[src/rtl/bullet_pkg.sv]
// bullet_pkg: screen geometry, coordinate width and the direction/trigger enums shared by the bullet pool
package bullet_pkg;
   localparam int COORD_W      = 10;
   localparam int SCREEN_W     = 640;
   localparam int SCREEN_Y_MAX = 479;
   localparam int SHIP_H       = 16;
   typedef enum logic {DIR_UP, DIR_DOWN} dir_t;
   typedef enum logic {TRG_IDLE, TRG_HELD} trig_state_t;
endpackage

[src/rtl/bullet_slot.sv]
// bullet_slot: one bullet's position, direction and liveness, plus its sprite coverage test
module bullet_slot
   import bullet_pkg::*;
#(
   parameter int SPEED = 4,
   parameter int BUL_W = 2,
   parameter int BUL_H = 6,
   parameter int Y_MAX = SCREEN_Y_MAX
) (
   input  logic               clk_60hz,
   input  logic               reset_n,
   input  logic               launch,
   input  logic [COORD_W-1:0] launch_x,
   input  logic [COORD_W:0]   launch_y,
   input  dir_t               launch_dir,
   input  logic               hit,
   input  logic [COORD_W-1:0] px,
   input  logic [COORD_W-1:0] py,
   output logic               in_use,
   output logic               in_use_nxt,
   output logic               pixel
);
   localparam logic [COORD_W:0] SPD  = (COORD_W+1)'(SPEED);
   localparam logic [COORD_W:0] YLIM = (COORD_W+1)'(Y_MAX);
   localparam logic [COORD_W:0] BW   = (COORD_W+1)'(BUL_W);
   localparam logic [COORD_W:0] BH   = (COORD_W+1)'(BUL_H);
   logic [COORD_W-1:0] x;
   logic [COORD_W:0]   y;
   logic [COORD_W:0]   y_step;
   logic               retire;
   dir_t               dir;
   // one frame of motion: leaving the screen retires, a hit kills first, a launch revives a free slot
   always_comb begin
      retire     = (dir == DIR_UP) ? (y < SPD) : (y + SPD > YLIM);
      y_step     = (dir == DIR_UP) ? y - SPD : y + SPD;
      in_use_nxt = launch | (in_use & ~hit & ~retire);
   end
   // slot state register; a freshly launched bullet holds its launch position for this edge
   always_ff @(posedge clk_60hz or negedge reset_n)
      if (!reset_n) begin
         in_use <= 1'b0;
         x      <= '0;
         y      <= '0;
         dir    <= DIR_UP;
      end else begin
         in_use <= in_use_nxt;
         if (launch) begin
            x   <= launch_x;
            y   <= launch_y;
            dir <= launch_dir;
         end else if (in_use_nxt) begin
            y <= y_step;
         end
      end
   assign pixel = in_use && ({1'b0, px} >= {1'b0, x}) && ({1'b0, px} < {1'b0, x} + BW)
                         && ({1'b0, py} >= y) && ({1'b0, py} < y + BH);
endmodule

[src/rtl/bullet_pool_ctrl.sv]
// bullet_pool_ctrl: trigger handling, cooldown/auto-repeat, slot allocation and occupancy count for a bullet pool
module bullet_pool_ctrl
   import bullet_pkg::*;
#(
   parameter int N_BULLETS = 4,
   parameter int SPEED     = 4,
   parameter int COOLDOWN  = 6,
   parameter int REPEAT    = 15,
   parameter int ALLOC_RR  = 0,
   parameter int BUL_W     = 2,
   parameter int BUL_H     = 6,
   parameter int X_OFS     = 7,
   parameter int Y_MAX     = SCREEN_Y_MAX,
   localparam int CW       = $clog2(N_BULLETS + 1)
) (
   input  logic                 clk_60hz,
   input  logic                 reset_n,
   input  logic [COORD_W-1:0]   px,
   input  logic [COORD_W-1:0]   py,
   input  logic [COORD_W-1:0]   ship_x,
   input  logic [COORD_W-1:0]   ship_y,
   input  logic                 shoot_up,
   input  logic                 shoot_down,
   input  logic [N_BULLETS-1:0] hit,
   output logic [N_BULLETS-1:0] in_use,
   output logic [N_BULLETS-1:0] pixel,
   output logic                 fired,
   output logic                 dropped,
   output logic [CW-1:0]        active_cnt
);
   localparam int IW  = (N_BULLETS > 1) ? $clog2(N_BULLETS) : 1;
   localparam int CDW = $clog2(COOLDOWN + 2);
   localparam int RW  = $clog2(REPEAT + 2);
   trig_state_t          state, state_nxt;
   logic                 trig, trig_q, trig_edge, rpt_due, req, fire, any_free;
   logic [CDW-1:0]       cd;
   logic [RW-1:0]        rpt;
   logic [IW-1:0]        rr, alloc;
   logic [N_BULLETS-1:0] launch, alive_nxt;
   logic [CW-1:0]        cnt_nxt;
   logic [COORD_W-1:0]   launch_x;
   logic [COORD_W:0]     launch_y;
   dir_t                 launch_dir;
   int                   base, idx;
   // trigger FSM: a fresh press fires, holding re-fires each time the repeat counter runs out
   always_comb begin
      trig      = shoot_up | shoot_down;
      trig_edge = trig & ~trig_q;
      rpt_due   = (REPEAT != 0) && (state == TRG_HELD) && trig && (rpt <= RW'(1));
      req       = (cd == '0) && (trig_edge || rpt_due);
      state_nxt = (state == TRG_HELD) ? (trig ? TRG_HELD : TRG_IDLE) : (trig_edge ? TRG_HELD : TRG_IDLE);
   end
   // allocator over the pre-edge occupancy: first free slot after the base index, wrapping
   always_comb begin
      base     = (ALLOC_RR != 0) ? int'(rr) : N_BULLETS - 1;
      any_free = 1'b0;
      alloc    = '0;
      idx      = 0;
      for (int k = 1; k <= N_BULLETS; k++) begin
         idx = (base + k) % N_BULLETS;
         if (!any_free && !in_use[idx]) begin
            any_free = 1'b1;
            alloc    = IW'(idx);
         end
      end
      fire       = req & any_free;
      launch     = fire ? (N_BULLETS'(1) << alloc) : '0;
      launch_x   = ship_x + COORD_W'(X_OFS);
      launch_y   = shoot_up ? {1'b0, ship_y} : {1'b0, ship_y} + (COORD_W+1)'(SHIP_H);
      launch_dir = shoot_up ? DIR_UP : DIR_DOWN;
   end
   // popcount of post-edge occupancy so active_cnt updates on the same edge as in_use
   always_comb begin
      cnt_nxt = '0;
      for (int i = 0; i < N_BULLETS; i++) cnt_nxt = cnt_nxt + CW'(alive_nxt[i]);
   end
   // trigger history starts high so a trigger held through reset needs a release before firing
   always_ff @(posedge clk_60hz or negedge reset_n)
      if (!reset_n) begin
         state      <= TRG_IDLE;
         trig_q     <= 1'b1;
         cd         <= '0;
         rpt        <= '0;
         rr         <= IW'(N_BULLETS - 1);
         fired      <= 1'b0;
         dropped    <= 1'b0;
         active_cnt <= '0;
      end else begin
         state      <= state_nxt;
         trig_q     <= trig;
         cd         <= fire ? CDW'(COOLDOWN) : ((cd != '0) ? cd - 1'b1 : cd);
         rpt        <= fire ? RW'(REPEAT) : ((state == TRG_HELD && rpt != '0) ? rpt - 1'b1 : rpt);
         rr         <= fire ? alloc : rr;
         fired      <= fire;
         dropped    <= req & ~any_free;
         active_cnt <= cnt_nxt;
      end
   for (genvar i = 0; i < N_BULLETS; i++) begin : g_slot
      bullet_slot #(
         .SPEED(SPEED),
         .BUL_W(BUL_W),
         .BUL_H(BUL_H),
         .Y_MAX(Y_MAX)
      ) u_slot (
         .clk_60hz  (clk_60hz),
         .reset_n   (reset_n),
         .launch    (launch[i]),
         .launch_x  (launch_x),
         .launch_y  (launch_y),
         .launch_dir(launch_dir),
         .hit       (hit[i]),
         .px        (px),
         .py        (py),
         .in_use    (in_use[i]),
         .in_use_nxt(alive_nxt[i]),
         .pixel     (pixel[i])
      );
   end
endmodule

[config.mk]
export PLATFORM = sky130hd
export DESIGN_NAME = bullet_pool_ctrl
export DESIGN_NICKNAME = d
export VERILOG_FILES = /design/src/rtl/bullet_pkg.sv /design/src/rtl/bullet_slot.sv /design/src/rtl/bullet_pool_ctrl.sv
export SDC_FILE = /design/constraint.sdc
export NUM_CORES = 1
export LEC_CHECK = 0
export ABC_AREA = 1
export BUFFER_PORTS_ARGS = -buffer_cell sky130_fd_sc_hd__buf_2
export CORE_UTILIZATION = 35
export CTS_CLUSTER_DIAMETER = 200
export DETAILED_ROUTE_END_ITERATION = 12
export PLACE_DENSITY = 0.48
export REMOVE_ABC_BUFFERS = 1
export SLEW_MARGIN = 20
export SYNTH_ARGS = -nofsm -noshare
export SYNTH_HDL_FRONTEND = slang
export SYNTH_SLANG_ARGS = --single-unit
[constraint.sdc]
create_clock -name clk_60hz -period 6 [get_ports clk_60hz]
set_clock_uncertainty 0.2 [all_clocks]
set_input_delay 0.6 -clock clk_60hz [delete_from_list [all_inputs] [get_ports clk_60hz]]
set_output_delay 0.6 -clock clk_60hz [all_outputs]
set_load 0.01 [all_outputs]
==> flow_metrics.tcl, run 1 <==
set metrics [dict create \
    status "finished, final reports clean" \
    post_drt_via_cell_ratio 4.974 \
    cts_max_level 3 \
    finalPower_w 0.003365 \
    worst_path_most_repeated_cell "nand2_1" \
    fmax_mhz 262.6 \
    setup_violations 0 \
    ctsHoldBuffers 0 \
    core_um2 33620 \
    drt_pre_antenna_iters 5 \
    drive_gt1_frac 0.05831 \
    grtUsageTotal 0.2196 \
    areaGrowthSynthToFinish_pct 7.788 \
    drc 0 \
    grt_pass1_vias 11060 \
    grt_antenna_before_repair 2 \
    path_cells "inv_1 -> ha_1 -> a21oi_1 -> nor2_1 -> xor2_1 -> ha_1 -> nand2_1 -> nor2_1 -> nand2_1 -> nand2_1 -> nand2_1 -> nand2_1 -> nand2_1 -> a21oi_1 -> nor2_1 -> buf_2" \
    overflow 0 \
    hp-class "input pin to asynchronous set/reset pin" \
    cts-root-buf "clkbuf_16" \
    grt_max_degree 64 \
    cts_tree "yes" \
    seq_area_frac_synth 0.2235 \
    start_util 0.3565 \
    power.share.switching 0.4622 \
    cts_resized 0 \
    placed_area_um2 12610 \
    cp-start-kind "flip-flop" \
    num_vias 11360 \
    wl_per_cell_um 16.47 \
    max_stage_delay_ns 0.51 \
    post_cts_buffers 0 \
    slew_headroom 0.3562 \
    fin_crit_ns 3.808 \
    synth_flop_cell "dfrtp_1" \
    numClockSinks 107 \
    ys_warn_count 0 \
    met1Wirelength_mm 17.80 \
    clkLatencyLatePin_ns 0.37 \
    grt_pass1_wl_mm 60.00 \
    cp-end-kind "primary output" \
    antennaDiodeCount 0 \
    final_cells 2283 \
    cts_buffers 9 \
    cap_violations 0 \
    worstPathMaxFanout 7 \
    clkPwrFrac 0.187 \
    tightest_slew_ns 0.9583 \
    syn_avg_cell_area_um2 6.644 \
    hpwl_mm 29.79 \
    stdcell_area_um2 12920 \
    fill_cells 3681 \
    pwr-share-comb 0.498 \
    synth_cell_types 42 \
    p_switching_w 0.001555 \
    final_cell_mix "555 x nand2_1, 196 x inv_1, 187 x ha_1" \
    p_per_area_nw_per_um2 260.5 \
    rsz0062_at_grt "no" \
    top_layer "met5" \
    async_flop_share 1.000 \
    nets 2066 \
    die-width_um 187.1 \
    pwr-share-seq 0.315 \
    die-area_um2 34990 \
    hold_viol 0 \
    place_congestion 0.8580 \
    layout_commonest_cell "nand2_1" \
    period_share 0.6347 \
    syn_area_um2 11990 \
    p_leak_nw 6.901 \
    drt.antenna.violating_nets 0 \
    routed_wl_mm 37.60 \
    rows 67 \
    dp.cells 2267 \
    finalMaxSlewViolations 0 \
    crit_slowest_cell "dfrtp_1" \
    num_io_pins 61 \
    synthCells 1804 \
    dieHeight_um 187.1 \
    finalSetupTns_ns 0 \
    ir_drop_v 0.0002013 \
    clockBufferDepth 2 \
    route.met3.wl_mm 1.085 \
    path_clk_slew_ns 0.08 \
    required_ns 5.20 \
    ys_seq_elements 107 \
    worst-setup-path-type "flip-flop to primary output" \
    synth-edff-count 0 \
    drt_iter0_drc 587 \
    crit_arrival_ns 3.01 \
    wl_met2_mm 18.20 \
    io_buffers 60 \
    intPower_w 0.001810 \
]
[Yosys cell counts (3+ instances only)]
master	n	area share
a21o_1	6	0.0038
a21oi_1	72	0.030
a31oi_1	5	0.0026
buf_2	19	0.0079
buf_4	10	0.0063
clkbuf_1	14	0.0044
clkinv_1	4	0.0013
dfrtp_1	106	0.22
ha_1	187	0.20
inv_1	196	0.061
nand2_1	555	0.17
nand2_2	4	0.0021
nand2_4	6	0.0056
nand3_1	164	0.068
nand3_4	3	0.0044
nand3b_1	9	0.0056
nand4_1	43	0.022
nor2_1	169	0.053
nor3_1	27	0.011
o211ai_1	6	0.0038
o21a_1	4	0.0025
o21ai_0	79	0.033
o21ai_1	11	0.0046
o21bai_1	6	0.0038
or2_2	6	0.0031
xnor2_1	12	0.0088
xor2_1	63	0.046
[through the flow]
stage,hold slack [ns],utilization,setup WS [ns]
3_3_place_gp,0.2759,0.3752,2.356
5_1_grt,0.2270,0.3843,1.872
2_1_floorplan,0.1044,-,2.708
3_5_place_dp,0.2813,0.3752,2.192
4_1_cts,0.1832,0.3842,2.179
6_report,0.1504,0.3843,2.192
[final timing paths]
kind / startpoint / to / slack, ns / cells after the start
max in group asynchronous: reset_n / active_cnt[0] / 4.27 / 2
setup reg to reg: rpt[1] / active_cnt[1] / 2.60 / 12
setup / recovery: g_slot[2].u_slot.y[2] / pixel[2] / 2.19 / 16
min in group clk_60hz: shoot_down / trig_q / 0.24 / 3
hold reg to reg: rpt[4] / rpt[4] / 0.29 / 1
hold / removal: reset_n / g_slot[3].u_slot.x[4] / 0.15 / 1
[flip-flops by register name (all words and copies together), names as in the netlist]
signal	cells
active_cnt	3
cd	3
dropped	1
fired	1
g_slot.u_slot.dir	4
g_slot.u_slot.in_use	4
g_slot.u_slot.x	40
g_slot.u_slot.y	44
rpt	5
state	1
trig_q	1
[power by group through the flow]
stage / Clock, W / Combinational (W) / Sequential [W]
finish: 0.000631 / 0.00168 / 0.00106
global route: 0.000685 / 0.00197 / 0.00109
CTS: 0.000647 / 0.00170 / 0.00106
detailed placement: 0 / 0.00169 / 0.00107
global placement: 0 / 0.00167 / 0.00107
floorplan: 0 / 0.00125 / 0.00101
[per-layer routing]
| layer | vias up | global-route usage |
|---|---|---|
| li1 | 5917 | - |
| met1 | 5269 | 0.2866 |
| met2 | 142 | 0.3873 |
| met3 | 24 | 0.02927 |
| met4 | 4 | 0.04004 |
| met5 | - | 0 |
[logic make-up after synthesis]
kind of cell	after synthesis	share of synthesized area
DFF	107	0.2235
adders and majority gates	188	0.1969
xor gates and xnor gates	75	0.05481
buffers and inverters	250	0.08487
AOI/OAI and AO/OA	192	0.08602
and+or+nand+nor	992	0.3539
[worst max-delay path, delay by kind of cell, from the launching register on]
| family | cells | cell delay [ns] |
|---|---|---|
| buffers and inverters | 2 | 0.34 |
| AND/OR/NAND/NOR | 9 | 0.68 |
| AO/OA/AOI/OAI | 2 | 0.40 |
| XOR/XNOR | 1 | 0.16 |
| flip-flops | 1 | 0.51 |
| adder cells (fa/ha/maj) | 2 | 0.56 |
[cell type report]
| type | count | area (um2) | area share |
|---|---|---|---|
| multi-input cells | 1447 | 8294 | 0.6420 |
| repair buffers | 63 | 325.3 | 0.02518 |
| clock buffers | 9 | 225.2 | 0.01743 |
| flip-flops and latches | 107 | 2679 | 0.2074 |
| well taps | 448 | 560.5 | 0.04339 |
| clock inverters | 7 | 76.32 | 0.005908 |
| inverters | 202 | 758.2 | 0.05869 |
Power figures use the tool's default switching activity.
==> run 2, diff against run 1 <==
Settings changed: PLACE_DENSITY 0.48 to 0.5.
Clock period 6 ns to 3.5 ns, I/O delays scaled along.
==> run 2 against run 1 <==
Global-route usage is 0.50 points lower. Die area did not move. Clock-buffer cell count is 1 higher.
==> flow_metrics.tcl, run 2 (same netlist as run 1, synthesis figures left out) <==
set metrics [dict create \
    die-area_um2 34990 \
    whs_ns 0.07723 \
    die-width_um 187.1 \
    num_io_pins 61 \
    drt_iter0_drc 663 \
    layout_commonest_cell "nand2_1" \
    fin_crit_ns 3.251 \
    areaGrowthSynthToFinish_pct 9.406 \
    cp_num_buf_inv 1 \
    fmax_mhz 307.6 \
    slew_headroom 0.3662 \
    dieHeight_um 187.1 \
    drc 0 \
    grt_pass1_vias 10870 \
    path_clk_slew_ns 0.09 \
    rows 67 \
    fin_ws_ns 0.2491 \
    fill_cells 3699 \
    io_buffers 60 \
    met1Wirelength_mm 17.27 \
    route.met3.wl_mm 1.196 \
    cts_tree "yes" \
    finalSetupTns_ns 0 \
    routed_wl_mm 37.02 \
    crit_slowest_cell "dfrtp_1" \
    core_um2 33620 \
    dp_slack_ns 0.3469 \
    clkLatencyLatePin_ns 0.37 \
    ir_drop_v 0.0003324 \
    numClockSinks 107 \
    post_drt_via_cell_ratio 5.041 \
    required_ns 2.95 \
    crit_arrival_ns 2.70 \
    drt_pre_antenna_iters 5 \
    hpwl_mm 29.12 \
    worst-setup-path-type "flip-flop to primary output" \
    num_vias 11600 \
    rsz0062_at_grt "no" \
    cp_top_family "simple AND/OR/NAND/NOR gates" \
    cts-root-buf "clkbuf_16" \
    nets 2084 \
    path_cells "ha_1 -> nand3_1 -> nor2_1 -> nand2_1 -> nor3_1 -> xor2_1 -> ha_1 -> nand3b_1 -> nand3_1 -> nor2_2 -> nand3_1 -> nor2_1 -> buf_2" \
    overflow 0 \
    wl_met2_mm 17.80 \
    start_util 0.3565 \
    final_cell_mix "555 x nand2_1, 192 x inv_1, 187 x ha_1" \
    finalMaxSlewViolations 0 \
    setup_violations 0 \
    clockBufferDepth 2 \
    reg_top3 "g_slot.u_slot.y x44, g_slot.u_slot.x x40, rpt x5" \
    worstPathMaxFanout 4 \
    hold_viol 0 \
    grt_max_degree 64 \
    p_per_area_nw_per_um2 444.4 \
    cts_max_level 3 \
    status "finished, final reports clean" \
    place_congestion 0.9194 \
    period_share 0.9288 \
    top_register "g_slot.u_slot.y" \
    cts_buffers 9 \
    cap_violations 0 \
    max_stage_delay_ns 0.40 \
    antennaDiodeCount 0 \
    tightest_slew_ns 0.9435 \
    cp-end-kind "primary output" \
    top_layer "met5" \
    grtUsageTotal 0.2146 \
    grt_pass1_wl_mm 59.20 \
    p_leak_nw 6.982 \
    drt.antenna.violating_nets 0 \
    cp-start-kind "flip-flop" \
    worst_path_most_repeated_cell "nand3_1" \
    grt_antenna_before_repair 1 \
    wl_per_cell_um 16.09 \
    hp-class "input pin to flip-flop" \
    drive_gt1_frac 0.07771 \
    largest_register_ffs 44 \
]
[run 2: cell count changes in the layout (fill, tap and decap cells not counted), sizes merged]
cell	change
dlygate4sd3	+2
clkinv	-1
buf	+16
clkbuf	+1
[run 2: layout make-up]
cell class / instances / area [um2] / share of cell area
timing repair buffer: 81 / 478.0 / 0.03645
clock inverter: 6 / 72.57 / 0.005534
tap: 448 / 560.5 / 0.04275
clock buffer: 10 / 229.0 / 0.01746
multi-input combinational: 1447 / 8320 / 0.6345
sequential: 107 / 2689 / 0.2051
inverter: 202 / 763.2 / 0.05821
[run 2: metal layers]
metal	global-route usage	vias to the layer above
li1	-	5966
met3	0.02852	33
met1	0.2798	5383
met4	0.05328	2
met5	0	-
met2	0.3726	216
[run 2: power breakdown]
| group | internal [W] | total (W) | switching, W |
|---|---|---|---|
| logic | 0.00111 | 0.00294 | 0.00182 |
| clock network | 0.000565 | 0.00109 | 0.000530 |
| registers | 0.00148 | 0.00180 | 0.000319 |
[run 2: timing repair]
| action | 4_1_cts | 5_1_grt |
|---|---|---|
| pin swaps | 0 | 0 |
| setup buffers | 0 | 1 |
| hold buffers | 2 | 0 |
| hold endpoints to repair | 45 | 0 |
| endpoints found under the setup margin | 2 | 4 |
| gates resized for setup | 2 | 24 |
[run 2: stage by stage]
step / area (um2) / instances / util / total power (W)
6_report: 13110 / 2301 / 0.3901 / 0.005828
2_1_floorplan: 11730 / 1756 / - / 0.003862
4_1_cts: 13060 / 2300 / 0.3885 / 0.005867
3_5_place_dp: 12740 / 2282 / 0.3789 / 0.004745
3_3_place_gp: 12740 / 2282 / 0.3789 / 0.004711
5_1_grt: 13110 / 2301 / 0.3901 / 0.006443
[run 2: worst reg2reg max path: stages, from the launching register on]
cell	delay [ns]
dfrtp_1	0.52
inv_1	0.14
ha_1	0.34
nand2_1	0.06
nor2_1	0.09
nand4_1	0.09
nand2_1	0.08
nand3_1	0.06
nand2_1	0.10
nand2_4	0.10
nand2_2	0.18
inv_1	0.11
fa_1	0.46
ha_1	0.22
ha_1	0.28
[run 2: worst paths after layout]
check,from,end,slack [ns],depth (start not counted)
min reg2reg,g_slot[2].u_slot.x[0],g_slot[2].u_slot.x[0],0.29,2
max reg2reg,g_slot[2].u_slot.y[3],active_cnt[1],0.35,14
max in group asynchronous,reset_n,trig_q,1.92,3
min,ship_y[0],g_slot[3].u_slot.y[0],0.08,3
max,g_slot[2].u_slot.x[2],pixel[2],0.25,13
min in group asynchronous,reset_n,g_slot[3].u_slot.y[9],0.34,2
==> run 3, diff against run 2 <==
Settings changed: ABC_AREA 1 to not set.
==> run 3 against run 2 <==
Via count shrank 18%. Synthesized cell count decreased by 29%. Power up 18%. Setup slack worse by 0.49 ns. Non-clock buffer count rose by 58. Global-route usage increased by 0.26 points. Register-to-register slack lost 0.08 ns. The flow now finishes with violations (negative setup slack). Worst hold slack lost 0.033 ns. Synthesized area decreased by 11%. Flip-flop and latch count unchanged.
==> flow_metrics.tcl, run 3 <==
set metrics [dict create \
    clkLatencyLatePin_ns 0.37 \
    worst_path_most_repeated_cell "nor3_4" \
    synth-edff-count 0 \
    synth_compound_area_frac 0.1838 \
    violations "negative setup slack" \
    wl_per_cell_um 18.65 \
    cts_buffers 9 \
    syn_area_um2 10700 \
    cp-start-kind "flip-flop" \
    reg_top3 "g_slot.u_slot.y x44, g_slot.u_slot.x x40, rpt x5" \
    fill_cells 3029 \
    dp_slack_ns 0.005550 \
    hp-class "input pin to flip-flop" \
    grt_pass1_wl_mm 52.07 \
    synth_top_family_by_area "adder cells" \
    drt_iter0_drc 473 \
    fin_ws_ns -0.2414 \
    synth_flop_cell "dfrtp_1" \
    dieHeight_um 176.9 \
    drive_gt1_frac 0.1656 \
    finalMaxSlewViolations 0 \
    status "finished, violations left" \
    areaGrowthSynthToFinish_pct 15.94 \
    path_cells "inv_2 -> ha_4 -> a21oi_2 -> or3_4 -> xnor2_2 -> ha_2 -> or4_4 -> nor3_4 -> nor3_4 -> a2111oi_2 -> buf_4 -> buf_6" \
    syn_avg_cell_area_um2 8.374 \
    grt_antenna_before_repair 0 \
    ys_warn_count 0 \
    setup_violations 1 \
    final_cell_mix "177 x ha_1, 127 x nand2_1, 108 x o21ai_0" \
    async_flop_share 1.000 \
    max_stage_delay_ns 0.58 \
    layout_commonest_cell "ha_1" \
    synthCells 1278 \
    overflow 0 \
    largest_register_ffs 44 \
    final_cells 1761 \
    seq_area_frac_synth 0.2503 \
    ir_drop_v 0.0002914 \
    rsz0062_at_grt "yes" \
    synth_area_leaders "dfrtp_1 25%, ha_1 22%, xnor2_1 6.4%" \
    required_ns 2.95 \
    utilization 0.4153 \
    whs_ns 0.04434 \
    synthTopCellsByCount "187 x ha_1, 127 x nand2_1, 110 x o21ai_0" \
    worstPathMaxFanout 3 \
    finalSetupTns_ns -0.2414 \
    drt.antenna.violating_nets 0 \
    grt_max_degree 65 \
    crit_arrival_ns 3.19 \
    core_um2 29870 \
    synth_top_area_cell "dfrtp_1" \
    num_vias 9548 \
    worst-setup-path-type "flip-flop to primary output" \
    fin_crit_ns 3.741 \
    yosys.area_share.simple 0.1894 \
    cts_tree "yes" \
    rows 63 \
    die-area_um2 31280 \
    nets 1602 \
    fmax_mhz 267.3 \
    antennaDiodeCount 0 \
    yosysTopAreaCellShare 0.2479 \
    grtUsageTotal 0.2173 \
    path_clk_slew_ns 0.08 \
    io_buffers 60 \
    yosysMostFrequentCell "ha_1" \
    period_share 1.069 \
    place_congestion 0.8683 \
    cts_max_level 3 \
    synthMuxAreaShare 0.01672 \
    tightest_slew_ns 0.9217 \
    numClockSinks 107 \
    p_per_area_nw_per_um2 555.5 \
    cts-root-buf "clkbuf_16" \
    crit_slowest_cell "or4_4" \
    slew_headroom 0.3835 \
    die-width_um 176.9 \
    top_register "g_slot.u_slot.y" \
    post_drt_via_cell_ratio 5.422 \
    synth_xor_area_frac 0.07775 \
    dp.cells 1725 \
    hpwl_mm 24.64 \
    start_util 0.3582 \
    ys_seq_elements 107 \
    hold_viol 0 \
    routed_wl_mm 32.84 \
    p_leak_nw 5.645 \
    drt_pre_antenna_iters 5 \
    cap_violations 0 \
    grt_pass1_vias 9295 \
    clockBufferDepth 2 \
    cp-end-kind "primary output" \
    synth_cell_types 73 \
    drc 0 \
    num_io_pins 61 \
    synthAdderAreaFrac 0.2205 \
]
run 3: changes by cell type after synthesis, moves of 46 or more:
cell / change
nand3_1: -109
nand2_1: -428
xor2_1: -46
nor2_1: -114
inv_1: -101
xnor2_1: +66
run 3: report_power, final:
| group | internal, W | total [W] | switching, W |
|---|---|---|---|
| clock network | 0.000497 | 0.00104 | 0.000543 |
| registers | 0.00154 | 0.00190 | 0.000365 |
| logic | 0.00181 | 0.00395 | 0.00215 |
| total | 0.00384 | 0.00689 | 0.00305 |
run 3: routing by layer:
| metal | share of wire | track usage | vias up |
|---|---|---|---|
| li1 | - | - | 4755 |
| met4 | 0.031 | 0.07471 | 0 |
| met2 | 0.46 | 0.3588 | 168 |
| met3 | 0.031 | 0.02341 | 42 |
| met5 | 0 | 0 | - |
| met1 | 0.48 | 0.2930 | 4583 |
run 3: cell type report:
type                    count  area [um2]  share of cell area
multi-input cells        1013        7667              0.6180
flip-flops and latches    107        2690              0.2168
repair buffers            139       919.6             0.07412
well taps                 390       488.0             0.03933
inverters                  96       360.3             0.02904
clock buffers               9       225.2             0.01815
clock inverters             7       56.30            0.004538
run 3: critical path: cells and delay by family, from the launching register on:
family	cells	cell delay [ns]
simple gates	4	1.28
flops	1	0.39
buf+inv	3	0.35
compound gates	2	0.34
fa+ha+maj	2	0.32
xor+xnor	1	0.15
run 3: path summary, 6_finish.rpt:
kind,cells past startpoint,slack (ns),from,end
max reg2reg,11,0.27,g_slot[3].u_slot.y[3],active_cnt[1]
max in group asynchronous,3,1.89,reset_n,trig_q
min,3,0.04,ship_y[0],g_slot[1].u_slot.y[0]
min in group asynchronous,2,0.36,reset_n,g_slot[2].u_slot.x[8]
min reg2reg,1,0.27,cd[0],cd[0]
max,12,-0.24,g_slot[1].u_slot.y[2],pixel[1]
run 3: logic make-up (layout without fill, tap and decap cells):
family	Yosys count	after routing
DFF	107	107
and+or+nand+nor	405	405
AOI/OAI and AO/OA	308	308
adders and majority gates	188	188
buffers and inverters	158	251
muxes	17	17
xor gates and xnor gates	95	95
run 3: per-stage QoR:
step | power, W | area (um2)
2_1_floorplan | 0.004216 | 10400
5_1_grt | 0.007537 | 12410
6_report | 0.006892 | 12410
3_3_place_gp | 0.005311 | 11650
4_1_cts | 0.006597 | 12090
3_5_place_dp | 0.005356 | 11650
run 3: timing repair:
action / CTS / global route
gates cloned: 0 / 0
pin swaps: 3 / 22
buffers inserted: 4 / 14
hold buffers: 2 / 0
resized for setup: 28 / 54
setup endpoints to repair: 4 / 5
endpoints found under the hold margin: 44 / 0
